**src/rtl/pool1_max2x2_stream_pkg.sv**
```systemverilog
// pool1_pkg: shared configuration for the pool-1 2x2/stride-2 max-pool stage.
//   Map geometry, channel packing, counter widths and the FSM state encoding.
//   Imported by the interface, the line buffer and the top.
package pool1_pkg;

  localparam int DATA_WIDTH = 16;
  localparam int KERNAL_NUM = 6;
  localparam int IN_WIDTH   = 31;
  localparam int IN_HEIGHT  = 31;
  localparam int ADDR_WIDTH = 16;

  localparam int OUT_WIDTH  = IN_WIDTH / 2;
  localparam int OUT_HEIGHT = IN_HEIGHT / 2;

  localparam int BUS_W = DATA_WIDTH * KERNAL_NUM;
  localparam int COL_W = (IN_WIDTH  > 1) ? $clog2(IN_WIDTH)  : 1;
  localparam int ROW_W = (IN_HEIGHT > 1) ? $clog2(IN_HEIGHT) : 1;
  localparam int LB_AW = (OUT_WIDTH > 1) ? $clog2(OUT_WIDTH) : 1;

  localparam logic [COL_W-1:0] COL_LAST = COL_W'(IN_WIDTH - 1);
  localparam logic [ROW_W-1:0] ROW_LAST = ROW_W'(IN_HEIGHT - 1);

  typedef enum logic {
    IDLE = 1'b0,
    RUN  = 1'b1
  } pool_state_e;

endpackage

```
**src/rtl/pool1_max2x2_stream_if.sv**
```systemverilog
// pool1_max2x2_stream_if: bundles the conv-1 pixel stream and the pool-1
// DataBuf write port.
//   pool_1_out_en/pool_1_out_bus : pixel beat from conv-1 (master drives)
//   pool_wr_en/addr/data         : pooled pixel write strobe (slave drives)
//   frame_done                   : one-cycle end-of-frame pulse (slave drives)
//   busy                         : high while a frame is in progress (slave drives)
interface pool1_max2x2_stream_if;
  import pool1_pkg::*;

  logic                  pool_1_out_en;
  logic [BUS_W-1:0]      pool_1_out_bus;
  logic                  pool_wr_en;
  logic [ADDR_WIDTH-1:0] pool_wr_addr;
  logic [BUS_W-1:0]      pool_wr_data;
  logic                  frame_done;
  logic                  busy;

  modport master (
    output pool_1_out_en, pool_1_out_bus,
    input  pool_wr_en, pool_wr_addr, pool_wr_data, frame_done, busy
  );

  modport slave (
    input  pool_1_out_en, pool_1_out_bus,
    output pool_wr_en, pool_wr_addr, pool_wr_data, frame_done, busy
  );

endinterface

```
**src/rtl/pool1_max2x2_stream_line_buf.sv**
```systemverilog
// pool_line_buf: one-row buffer of horizontal pair maxima.
//   Synchronous write, asynchronous read so the vertical compare happens in
//   the same cycle as the odd-row beat and output latency stays one cycle.
//   clk   : clock
//   we    : write enable
//   waddr : write entry (col>>1)
//   wdata : packed pair-max channels
//   raddr : read entry (col>>1)
//   rdata : packed channels stored at raddr
module pool_line_buf
  import pool1_pkg::*;
#(
  parameter int DEPTH = OUT_WIDTH,
  parameter int WIDTH = BUS_W,
  parameter int AW    = LB_AW
) (
  input  logic             clk,
  input  logic             we,
  input  logic [AW-1:0]    waddr,
  input  logic [WIDTH-1:0] wdata,
  input  logic [AW-1:0]    raddr,
  output logic [WIDTH-1:0] rdata
);

  logic [WIDTH-1:0] mem [DEPTH];

  always_ff @(posedge clk) begin
    if (we) mem[waddr] <= wdata;
  end

  assign rdata = mem[raddr];

endmodule

```
**src/rtl/pool1_max2x2_stream.sv**
```systemverilog
// pool1_max2x2_stream: streaming 2x2 / stride-2 max-pool on conv-1 output.
//   clk    : clock, rising edge
//   rst    : synchronous active-high reset
//   bus_if : slave side of pool1_max2x2_stream_if (pixel stream in,
//            DataBuf write port, frame_done, busy out)
// Optional build macro POOL1_RELU_CLAMP_EN: negative channel values are
// forced to 0 before any compare. Undefined: raw signed compare.
module pool1_max2x2_stream
  import pool1_pkg::*;
(
  input  logic clk,
  input  logic rst,
  pool1_max2x2_stream_if.slave bus_if
);

  function automatic logic signed [DATA_WIDTH-1:0] relu_clamp(
    input logic signed [DATA_WIDTH-1:0] v
  );
`ifdef POOL1_RELU_CLAMP_EN
    relu_clamp = v[DATA_WIDTH-1] ? '0 : v;
`else
    relu_clamp = v;
`endif
  endfunction

  function automatic logic signed [DATA_WIDTH-1:0] smax(
    input logic signed [DATA_WIDTH-1:0] a,
    input logic signed [DATA_WIDTH-1:0] b
  );
    smax = (a >= b) ? a : b;
  endfunction

  pool_state_e           state_p0;
  logic [COL_W-1:0]      col_p0;
  logic [ROW_W-1:0]      row_p0;
  logic [ADDR_WIDTH-1:0] out_cnt_p0;
  logic                  pair_vld_p0;
  logic [BUS_W-1:0]      pair_p0;

  logic                  vld_p1;
  logic [ADDR_WIDTH-1:0] addr_p1;
  logic [BUS_W-1:0]      data_p1;
  logic                  done_p1;
  logic                  busy_p1;

  logic [BUS_W-1:0]      in_bus;
  logic [BUS_W-1:0]      pmax_bus;
  logic [BUS_W-1:0]      win_bus;
  logic [BUS_W-1:0]      lb_rdata;
  logic [LB_AW-1:0]      lb_idx;

  logic beat, last_col, last_row, last_beat, lb_we, emit;

  assign beat      = bus_if.pool_1_out_en;
  assign last_col  = (col_p0 == COL_LAST);
  assign last_row  = (row_p0 == ROW_LAST);
  assign last_beat = beat & last_col & last_row;
  // Odd col closes a horizontal pair; in an odd-width map the last column is
  // even, so it is latched but never paired and drops out naturally.
  assign lb_we     = beat & pair_vld_p0 & col_p0[0] & ~row_p0[0];
  assign emit      = beat & pair_vld_p0 & col_p0[0] &  row_p0[0];
  assign lb_idx    = LB_AW'(col_p0 >> 1);

  for (genvar j = 0; j < KERNAL_NUM; j++) begin : g_ch
    assign in_bus[DATA_WIDTH*j +: DATA_WIDTH] =
      relu_clamp(bus_if.pool_1_out_bus[DATA_WIDTH*j +: DATA_WIDTH]);
    assign pmax_bus[DATA_WIDTH*j +: DATA_WIDTH] =
      smax(pair_p0[DATA_WIDTH*j +: DATA_WIDTH], in_bus[DATA_WIDTH*j +: DATA_WIDTH]);
    assign win_bus[DATA_WIDTH*j +: DATA_WIDTH] =
      smax(pmax_bus[DATA_WIDTH*j +: DATA_WIDTH], lb_rdata[DATA_WIDTH*j +: DATA_WIDTH]);
  end

  pool_line_buf u_line_buf (
    .clk   (clk),
    .we    (lb_we),
    .waddr (lb_idx),
    .wdata (pmax_bus),
    .raddr (lb_idx),
    .rdata (lb_rdata)
  );

  // Stage p0: raster counters, FSM, horizontal pair register
  always_ff @(posedge clk) begin
    if (rst) begin
      state_p0    <= IDLE;
      busy_p1     <= 1'b0;
      col_p0      <= '0;
      row_p0      <= '0;
      out_cnt_p0  <= '0;
      pair_vld_p0 <= 1'b0;
    end else begin
      case (state_p0)
        IDLE: if (beat && !last_beat) begin
          state_p0 <= RUN;
          busy_p1  <= 1'b1;
        end
        RUN: if (last_beat) begin
          state_p0 <= IDLE;
          busy_p1  <= 1'b0;
        end
        default: begin
          state_p0 <= IDLE;
          busy_p1  <= 1'b0;
        end
      endcase

      if (beat) begin
        pair_vld_p0 <= ~col_p0[0];
        if (last_col) begin
          col_p0 <= '0;
          row_p0 <= last_row ? '0 : row_p0 + 1'b1;
        end else begin
          col_p0 <= col_p0 + 1'b1;
        end
        if (last_beat)  out_cnt_p0 <= '0;
        else if (emit)  out_cnt_p0 <= out_cnt_p0 + 1'b1;
      end
    end
  end

  always_ff @(posedge clk) begin
    if (beat && !col_p0[0]) pair_p0 <= in_bus;
  end

  // Stage p1: registered write port and frame pulse
  always_ff @(posedge clk) begin
    if (rst) begin
      vld_p1  <= 1'b0;
      done_p1 <= 1'b0;
      addr_p1 <= '0;
      data_p1 <= '0;
    end else begin
      vld_p1  <= emit;
      done_p1 <= last_beat;
      if (emit) begin
        addr_p1 <= out_cnt_p0;
        data_p1 <= win_bus;
      end
    end
  end

  assign bus_if.pool_wr_en   = vld_p1;
  assign bus_if.pool_wr_addr = addr_p1;
  assign bus_if.pool_wr_data = data_p1;
  assign bus_if.frame_done   = done_p1;
  assign bus_if.busy         = busy_p1;

endmodule

```
**src/flat_wrapper.sv**
```systemverilog
// flat-port wrapper written by rule: the top's interface ports become plain ports
module pool1_max2x2_stream_flat import pool1_pkg::*;
  (clk, rst, bus_if_pool_1_out_en, bus_if_pool_1_out_bus, bus_if_pool_wr_en, bus_if_pool_wr_addr, bus_if_pool_wr_data, bus_if_frame_done, bus_if_busy);
  pool1_max2x2_stream_if bus_if_i ();
  input  logic clk;
  input  logic rst;
  input wire logic [$bits(bus_if_i.pool_1_out_en)-1:0] bus_if_pool_1_out_en;
  input wire logic [$bits(bus_if_i.pool_1_out_bus)-1:0] bus_if_pool_1_out_bus;
  output wire logic [$bits(bus_if_i.pool_wr_en)-1:0] bus_if_pool_wr_en;
  output wire logic [$bits(bus_if_i.pool_wr_addr)-1:0] bus_if_pool_wr_addr;
  output wire logic [$bits(bus_if_i.pool_wr_data)-1:0] bus_if_pool_wr_data;
  output wire logic [$bits(bus_if_i.frame_done)-1:0] bus_if_frame_done;
  output wire logic [$bits(bus_if_i.busy)-1:0] bus_if_busy;
  assign bus_if_i.pool_1_out_en = bus_if_pool_1_out_en;
  assign bus_if_i.pool_1_out_bus = bus_if_pool_1_out_bus;
  assign bus_if_pool_wr_en = bus_if_i.pool_wr_en;
  assign bus_if_pool_wr_addr = bus_if_i.pool_wr_addr;
  assign bus_if_pool_wr_data = bus_if_i.pool_wr_data;
  assign bus_if_frame_done = bus_if_i.frame_done;
  assign bus_if_busy = bus_if_i.busy;
  pool1_max2x2_stream u_core (.clk(clk), .rst(rst), .bus_if(bus_if_i));
endmodule
```
**config.mk**
```make
export PLATFORM = sky130hd
export DESIGN_NAME = pool1_max2x2_stream_flat
export DESIGN_NICKNAME = d
export VERILOG_FILES = /design/src/rtl/pool1_max2x2_stream_pkg.sv /design/src/rtl/pool1_max2x2_stream_if.sv /design/src/rtl/pool1_max2x2_stream_line_buf.sv /design/src/rtl/pool1_max2x2_stream.sv /design/src/flat_wrapper.sv
export SDC_FILE = /design/constraint.sdc
export NUM_CORES = 2
export LEC_CHECK = 0
export CAP_MARGIN = 40
export CORE_MARGIN = 2
export CORE_UTILIZATION = 60
export CTS_BUF_LIST = sky130_fd_sc_hd__clkbuf_4 sky130_fd_sc_hd__clkbuf_8 sky130_fd_sc_hd__clkbuf_16
export DETAILED_ROUTE_END_ITERATION = 8
export PLACE_DENSITY = 0.82
export SLEW_MARGIN = 20
export SYNTH_ARGS = -nofsm -noshare
export SYNTH_HDL_FRONTEND = slang
export SYNTH_SLANG_ARGS = --single-unit
```
**constraint.sdc**
```tcl
create_clock -name clk -period 11.05 [get_ports clk]
set_clock_uncertainty 0.05 [all_clocks]
set_input_delay 2.21 -clock clk [delete_from_list [all_inputs] [get_ports clk]]
set_output_delay 2.21 -clock clk [all_outputs]
set_load 0.01 [all_outputs]
```
---- After elaboration in Yosys (flattened, before gate mapping) ----
Memory sizes are Yosys's and may differ from the RTL's. A register that Yosys moved wholly into a read port is not among the register bits.
Cells that the tools add are included.
storage, ports and cells
  register bits ........................... 239
  memories ................................ 1
  bits in latches ......................... 0
  bits in writable memories ............... 1440
  word-level logic and storage cells ...... 74
  input port bits ......................... 99
  bits in read-only memories .............. 0
operators by class
  bitwise operators ....................... 9
  div/mod/pow operators ................... 0
  shift operators ......................... 0
  $lt $le $gt $ge ......................... 12
  mux-type cells .......................... 26
  add/sub/neg operators ................... 3
  reductions and logical operators ........ 8
  equality and inequality tests ........... 4
  $mul .................................... 0
memory list
  memory                 words  bits a word  read ports  clocked after Yosys merged registers in  wr ports  RTL line                            RTL
  u_core.u_line_buf.mem  15     96           1           1                                        1         pool1_max2x2_stream_line_buf.sv:25  logic [WIDTH-1:0] mem [DEPTH];
operators by type and width
  operator                                        number
  2-to-1 mux 16 bit                               14
  greater-or-equal comparator 16 bit              12
  adder 16 x 1 -> 16 bit (second input constant)  1
  adder 5 x 1 -> 5 bit (second input constant)    2
  equality test 5 bit (second input constant)     2
  2-to-1 mux 5 bit                                2
  2-to-1 mux 4 bit                                2
  bitwise AND 1 bit                               6
  2-to-1 mux 1 bit                                6
  AND reduction 2 bit                             3
  one-hot mux 1 bit (2 select lines)              2
  NOT 1 bit                                       3
  logical AND 1 bit                               2
  zero test 1 bit                                 2
  != test 2 x 1 -> 1 bit (second input constant)  1
  != test 2 bit (second input constant)           1
  nonzero test 2 bit                              1

---- Depth between registers and ports, before layout ----
  word-level depth ........................ 7
  mapped depth ............................ 20

---- Modules after synthesis ----
A second synthesis with hierarchy kept.
second synthesis, totals
  cell total of the unflattened synthesis .. 4115
  area, all modules ....................... 69875.8 µm²
by module, submodules not included
  module               cells an instance  area an instance (µm²)  seq. area each (µm²)  instances
  pool_line_buf        2526               54420.9                 43241.5               1
  pool1_max2x2_stream  1589               15454.8                 5745.5                1

---- Worst setup path before layout ----
No wires, ideal clock.
  kind .................................... in2reg
  from .................................... input port bus_if_pool_1_out_en
  to ...................................... memory u_core.u_line_buf.mem[4][0] (netlist name) (enable)
  buffers on the path ..................... 1
  path slack .............................. 1045 ps
  data required time ...................... 10331 ps
  data arrival time ....................... 9286 ps
  cell stages on the path ................. 5
  cell sequence ........................... buf_2 nand2_1 nor2_1 nand4_1 nor3_1
on the way
  word-level cells in the longest chain between the ends .. 5
RTL lines
  item                                    RTL line                            RTL
  start: declaration                      flat_wrapper.sv:7                   input wire logic [$bits(bus_if_i.pool_1_out_en)-1:0] bus_if_pool_1_out_en;
  bitwise AND 1 bit (3 in series)         pool1_max2x2_stream.sv:60           assign lb_we = beat & pair_vld_p0 & col_p0[0] & ~row_p0[0];
  2-to-1 mux 1 bit                        pool1_max2x2_stream_line_buf.sv:28  if (we) mem[waddr] <= wdata;
  2-to-1 mux 1 bit (implied by the code)  pool1_max2x2_stream_line_buf.sv:28
  end: declaration                        pool1_max2x2_stream_line_buf.sv:25
No other way between the ends.

---- Worst setup path in the final report ----
  from .................................... input port bus_if_pool_1_out_bus[7]
  to ...................................... register u_core.data_p1[2], in the netlist u_core.bus_if.pool_wr_data[2]
on the way
  word-level cells in the longest chain between the ends .. 4
RTL lines
  item                                RTL line                    RTL
  start: declaration                  flat_wrapper.sv:8           input wire logic [$bits(bus_if_i.pool_1_out_bus)-1:0] bus_if_pool_1_out_bus;
  greater-or-equal comparator 16 bit  pool1_max2x2_stream.sv:30   smax = (a >= b) ? a : b;
  2-to-1 mux 16 bit                   pool1_max2x2_stream.sv:30
  named net u_core.pmax_bus[1]        pool1_max2x2_stream.sv:47   logic [BUS_W-1:0] pmax_bus;
  greater-or-equal comparator 16 bit  pool1_max2x2_stream.sv:30
  2-to-1 mux 16 bit                   pool1_max2x2_stream.sv:30
  end signal: assignment              pool1_max2x2_stream.sv:137  data_p1 <= win_bus;
  end: declaration                    pool1_max2x2_stream.sv:42   logic [BUS_W-1:0] data_p1;
The timed path passes the listed nets, and every way through them passes these cells.
A chain may end at the register's enable or synchronous reset.

==> report_table.html <==
<table>
<tr><th>Metric</th><th>Value</th></tr>
<tr><th colspan="2">Run status</th></tr>
<tr><td>Run status</td><td>completed</td></tr>
<tr><th colspan="2">Floorplanning</th></tr>
<tr><td>Die area</td><td>0.119 mm^2</td></tr>
<tr><td>Core region area</td><td>0.116 mm^2</td></tr>
<tr><td>Initial core utilization</td><td>60.3%</td></tr>
<tr><td>Die width</td><td>345 um</td></tr>
<tr><td>Number of top-level design ports</td><td>214</td></tr>
<tr><td>Floorplan row count</td><td>125</td></tr>
<tr><td>Floorplan die height</td><td>345 um</td></tr>
<tr><th colspan="2">Logic synthesis</th></tr>
<tr><td>Async SR Flop Fraction</td><td>0%</td></tr>
<tr><td>Library cells used by synthesis</td><td>75</td></tr>
<tr><td>Adder and majority cell fraction of the synthesized area</td><td>3.53%</td></tr>
<tr><td>Most common cell in the netlist</td><td>sky130_fd_sc_hd__edfxtp_1</td></tr>
<tr><td>Post-synthesis net count</td><td>4135</td></tr>
<tr><td>Proportion of netlist area held by the largest area contributor</td><td>66.1%</td></tr>
<tr><td>Post-Synthesis Cell Area</td><td>0.0698 mm^2</td></tr>
<tr><td>Parity-gate share of the synthesized area counting xor and xnor cells</td><td>0.263%</td></tr>
<tr><td>Yosys warning total</td><td>0</td></tr>
<tr><td>Post-synthesis share of cell area spent on and, or, nand and nor gates</td><td>3.96%</td></tr>
<tr><td>Library cell occupying the most area in the post-synthesis netlist</td><td>sky130_fd_sc_hd__edfxtp_1</td></tr>
<tr><td>Synthesized flop and latch total</td><td>1683</td></tr>
<tr><td>Synth Area in Compound Gates</td><td>4.14%</td></tr>
<tr><td>Gate count after technology mapping</td><td>3839</td></tr>
<tr><td>Leading register cell type out of synthesis</td><td>sky130_fd_sc_hd__edfxtp_1</td></tr>
<tr><td>Most frequent cells after synthesis</td><td>1536 x sky130_fd_sc_hd__edfxtp_1, 379 x sky130_fd_sc_hd__mux4_2, 214 x sky130_fd_sc_hd__inv_1</td></tr>
<tr><td>Sequential area share after synthesis</td><td>70.3%</td></tr>
<tr><td>Average footprint of a synthesized cell</td><td>18.2 um^2</td></tr>
<tr><td>Number of flops mapped to enable cells by yosys</td><td>1536</td></tr>
<tr><td>Largest cells by area after synthesis</td><td>sky130_fd_sc_hd__edfxtp_1 66%, sky130_fd_sc_hd__mux4_2 12%, sky130_fd_sc_hd__dfxtp_1 4.2%</td></tr>
<tr><td>Multiplexer share of the synthesized area</td><td>15.4%</td></tr>
<tr><td>Main combinational cell family by area after synthesis</td><td>multiplexers</td></tr>
<tr><th colspan="2">Setup path</th></tr>
<tr><td>Critical path's largest stage delay</td><td>0.72 ns</td></tr>
<tr><td>Nature of the critical path endpoint</td><td>flip-flop</td></tr>
<tr><td>Cell with the most instances on the worst path</td><td>sky130_fd_sc_hd__ha_1</td></tr>
<tr><td>Slowest cell on crit path</td><td>sky130_fd_sc_hd__mux2i_2</td></tr>
<tr><td>Kind of critical path</td><td>in -&gt; reg</td></tr>
<tr><td>Worst endpoint data arrival time</td><td>7.73 ns</td></tr>
<tr><td>Buffers plus inverters on the worst setup path</td><td>3</td></tr>
<tr><td>Worst path required time</td><td>11.66 ns</td></tr>
<tr><td>CP Max Fanout</td><td>28</td></tr>
<tr><td>Worst path top cell family by delay</td><td>compound AO/OA/AOI/OAI gates</td></tr>
<tr><td>Ordered list of cells on the worst path</td><td>clkdlybuf4s50_1 -&gt; inv_1 -&gt; ha_1 -&gt; a21oi_1 -&gt; a211oi_1 -&gt; a2111oi_2 -&gt; mux2i_2 -&gt; buf_4 -&gt; mux2_2 -&gt; ha_1 -&gt; a2111oi_0 -&gt; nor3_1 -&gt; o2111ai_1 -&gt; a31o_2 -&gt; nor2_1 -&gt; a211o_1</td></tr>
<tr><td>Sort of element at the start of the critical path</td><td>primary input</td></tr>
<tr><th colspan="2">Global routing</th></tr>
<tr><td>Initial antenna violation count</td><td>3</td></tr>
<tr><td>Fraction of met3 tracks used by global routing</td><td>4.79%</td></tr>
<tr><td>Tot GR Track Use</td><td>29.2%</td></tr>
<tr><td>Global-route met1 utilization</td><td>39.3%</td></tr>
<tr><td>Routing layer with the top usage in global route</td><td>met2</td></tr>
<tr><td>Global-route wire length before repair</td><td>257000 um</td></tr>
<tr><td>M2 GR Usage</td><td>48.8%</td></tr>
<tr><td>Largest net degree at the start of global routing</td><td>114</td></tr>
<tr><td>Vias in the first global route</td><td>39400</td></tr>
<tr><td>Grt ovf</td><td>0</td></tr>
<tr><th colspan="2">Job</th></tr>
<tr><td>Reported max-cap violation count</td><td>0</td></tr>
<tr><th colspan="2">Clock tree</th></tr>
<tr><td>Max Buffers Root-to-Sink</td><td>3</td></tr>
<tr><td>Clock Root Buffer</td><td>sky130_fd_sc_hd__clkbuf_16</td></tr>
<tr><td>CTS H-tree depth</td><td>4</td></tr>
<tr><td>CTS Hold Buffers Added</td><td>0</td></tr>
<tr><td>TritonCTS Sinks</td><td>1683</td></tr>
<tr><td>Setup repair bufs after CTS</td><td>0</td></tr>
<tr><td>Clock-pin slew reported for the worst setup and hold paths after clock tree synthesis</td><td>0.06 ns</td></tr>
<tr><td>Clock latency of the later-clocked register in the worst-skew pair</td><td>0.79 ns</td></tr>
<tr><td>Clock buffers created by TritonCTS</td><td>163</td></tr>
<tr><td># resized after CTS</td><td>0</td></tr>
<tr><td>CTS tree</td><td>built</td></tr>
<tr><th colspan="2">Timing</th></tr>
<tr><td>Final Slew Violations</td><td>0</td></tr>
<tr><td>Accumulated negative setup slack</td><td>0 ns</td></tr>
<tr><td>Headroom to the max-slew limit</td><td>33.7%</td></tr>
<tr><td>Worst Max-Slew Pin Slew</td><td>0.995 ns</td></tr>
<tr><td>Setup repair after global routing missed its margin</td><td>false</td></tr>
<tr><td>Number of setup violations in the final report</td><td>0</td></tr>
<tr><td>Ratio of final minimum period to clock period</td><td>64.4%</td></tr>
<tr><td>Final Hold Violating Endpoints</td><td>0</td></tr>
<tr><td>Clock period minus worst slack</td><td>7.12 ns</td></tr>
<tr><td>Max Fclk</td><td>140 MHz</td></tr>
<tr><td>Final-layout worst hold slack</td><td>0.404 ns</td></tr>
<tr><th colspan="2">Placement</th></tr>
<tr><td>Detail Placement HPWL</td><td>91100 um</td></tr>
<tr><td>Number of instances in the placed design</td><td>5465</td></tr>
<tr><td>Placer's final routability congestion estimate</td><td>0.824</td></tr>
<tr><td>Count of input and output buffers</td><td>213</td></tr>
<tr><th colspan="2">Route</th></tr>
<tr><td>Wirelength, routed</td><td>176000 um</td></tr>
<tr><td>Via density</td><td>6.75</td></tr>
<tr><td>Detailed-route wire length per cell</td><td>30.5 um</td></tr>
<tr><td>Via count</td><td>39000</td></tr>
<tr><td>Number of search-and-repair iterations in the first detailed-routing pass</td><td>6</td></tr>
<tr><td>Antenna Violating Nets Remaining</td><td>0</td></tr>
<tr><td>Detailed router's first-iteration violation count</td><td>5607</td></tr>
<tr><td>Residual DRC</td><td>0</td></tr>
<tr><th colspan="2">Finish</th></tr>
<tr><td>Area used by multi-input combinational logic</td><td>0.0192 mm^2</td></tr>
<tr><td>Synth-to-layout area growth</td><td>14.5%</td></tr>
<tr><td>Area taken by flip-flops and latches</td><td>0.0491 mm^2</td></tr>
<tr><td>Share of post-route cells with drive strength above 1</td><td>21.2%</td></tr>
<tr><td>Non-filler instance count after layout</td><td>5778</td></tr>
<tr><td>Fill cell total of the finished layout</td><td>6834</td></tr>
<tr><td>Net count of the finished layout</td><td>4412</td></tr>
<tr><th colspan="2">Pwr</th></tr>
<tr><td>Maximum vdd drop</td><td>0.158 mV</td></tr>
<tr><td>Leakage power total</td><td>26.8 nW</td></tr>
<tr><td>Power density normalized to cell area</td><td>176 mW/mm^2</td></tr>
<tr><th colspan="2">Hold path</th></tr>
<tr><td>Min-Delay Path Class</td><td>reg -&gt; reg</td></tr>
</table>
==> state kept, by name (all words and copies together), names as in the netlist, named ones only <==
signal,flops
u_core.u_line_buf.mem,1440
u_core.pair_p0,96
u_core.bus_if.frame_done,1
u_core.row_p0,5
u_core.bus_if.pool_wr_en,1
u_core.col_p0,5
u_core.pair_vld_p0,1
u_core.bus_if.busy,1
u_core.state_p0,1
u_core.bus_if.pool_wr_addr,16
u_core.out_cnt_p0,16
u_core.bus_if.pool_wr_data,96
==> worst register-to-register path, stage by stage (launching register included) <==
cell	delay, ns
sky130_fd_sc_hd__dfxtp_4	0.89
sky130_fd_sc_hd__buf_4	0.51
sky130_fd_sc_hd__buf_12	0.30
sky130_fd_sc_hd__buf_4	0.70
sky130_fd_sc_hd__mux4_2	0.44
sky130_fd_sc_hd__mux4_2	0.51
sky130_fd_sc_hd__ha_1	0.31
sky130_fd_sc_hd__nor2b_1	0.16
sky130_fd_sc_hd__o21ai_0	0.11
sky130_fd_sc_hd__a21oi_1	0.15
sky130_fd_sc_hd__nor2_1	0.06
sky130_fd_sc_hd__o21ai_1	0.62
sky130_fd_sc_hd__a21o_1	0.57
sky130_fd_sc_hd__o221ai_1	0.21
==> worst paths after layout <==
path                            cells after the start  slack, ns                                        from                                     endpoint
worst min-delay path                                2       0.40  u_core.bus_if.pool_wr_addr[0]$_SDFFE_PP0P_   u_core.bus_if.pool_wr_addr[0]$_SDFFE_PP0P_
worst min register to register                      2       0.40  u_core.bus_if.pool_wr_addr[0]$_SDFFE_PP0P_   u_core.bus_if.pool_wr_addr[0]$_SDFFE_PP0P_
worst max register to register                     13       5.30                                   flip-flop  u_core.bus_if.pool_wr_data[18]$_SDFFE_PP0P_
worst max-delay path                               16       3.93                    bus_if_pool_1_out_bus[7]   u_core.bus_if.pool_wr_data[2]$_SDFFE_PP0P_
==> metal layers <==
| layer | vias to the layer above | share of wire, % | wire, um |
|---|---|---|---|
| met5 | - | 0.0079 | 14 |
| met4 | 2 | 3.2 | 5660 |
| met3 | 409 | 9.8 | 17300 |
| met2 | 2629 | 51 | 89700 |
| met1 | 20000 | 36 | 63800 |
| li1 | 16000 | - | - |
==> where the power goes <==
group,leakage (nW),switching [mW],total (mW),internal [mW]
Sequential,15.1,0.0308,7.17,7.14
Combinational,9.00,0.708,1.13,0.424
Clock,2.76,2.45,5.76,3.30
==> per-stage QoR <==
step                setup WS, ns  util (%)  cell area (um^2)  total power, mW
CTS                         4.04      68.8             79700             14.0
detailed placement          3.32      64.0             74100             8.38
finish                      3.93      69.0             79900             14.1
floorplan                   1.04         -             69800             8.05
global placement            3.41      63.6             73700             8.34
global route                3.68      69.0             79900             14.4
==> layout make-up <==
class	count	area share, %
sequential	1683	61.4
multi-input combinational	1753	24.0
clock buffer	222	5.81
timing repair buffer	301	4.21
tap	1524	2.39
clock inverter	80	1.12
inverter	214	1.01
antenna	1	0.00313
==> kinds of logic after synthesis <==
| group | count (synthesis) |
|---|---|
| AO/OA/AOI/OAI | 430 |
| XOR/XNOR | 21 |
| adder cells (fa/ha/maj) | 197 |
| buffers and inverters | 403 |
| flip-flops | 1683 |
| AND/OR/NAND/NOR | 523 |
| multiplexers | 582 |
==> placed cells by master, fill, tap and decap left out, drive strengths merged, types with 9 or more instances in the layout <==
| cell type | count |
|---|---|
| mux4 | 379 |
| nand2 | 190 |
| a211o | 42 |
| nand3b | 39 |
| nor2b | 14 |
| clkbuf | 222 |
| nor4 | 11 |
| mux2 | 82 |
| nor3 | 11 |
| mux2i | 121 |
| a21o | 17 |
| bufinv | 14 |
| ha | 197 |
| dfxtp | 147 |
| a211oi | 9 |
| inv | 221 |
| clkinv | 56 |
| a21oi | 83 |
| nand4 | 42 |
| nand3 | 17 |
| o31ai | 33 |
| xor2 | 18 |
| a31o | 35 |
| nor3b | 54 |
| o211ai | 13 |
| nor2 | 69 |
| and3 | 42 |
| buf | 89 |
| edfxtp | 1536 |
| clkdlybuf4s50 | 212 |
| o21ai | 140 |
Note: power is estimated with default switching activity, not from simulation.
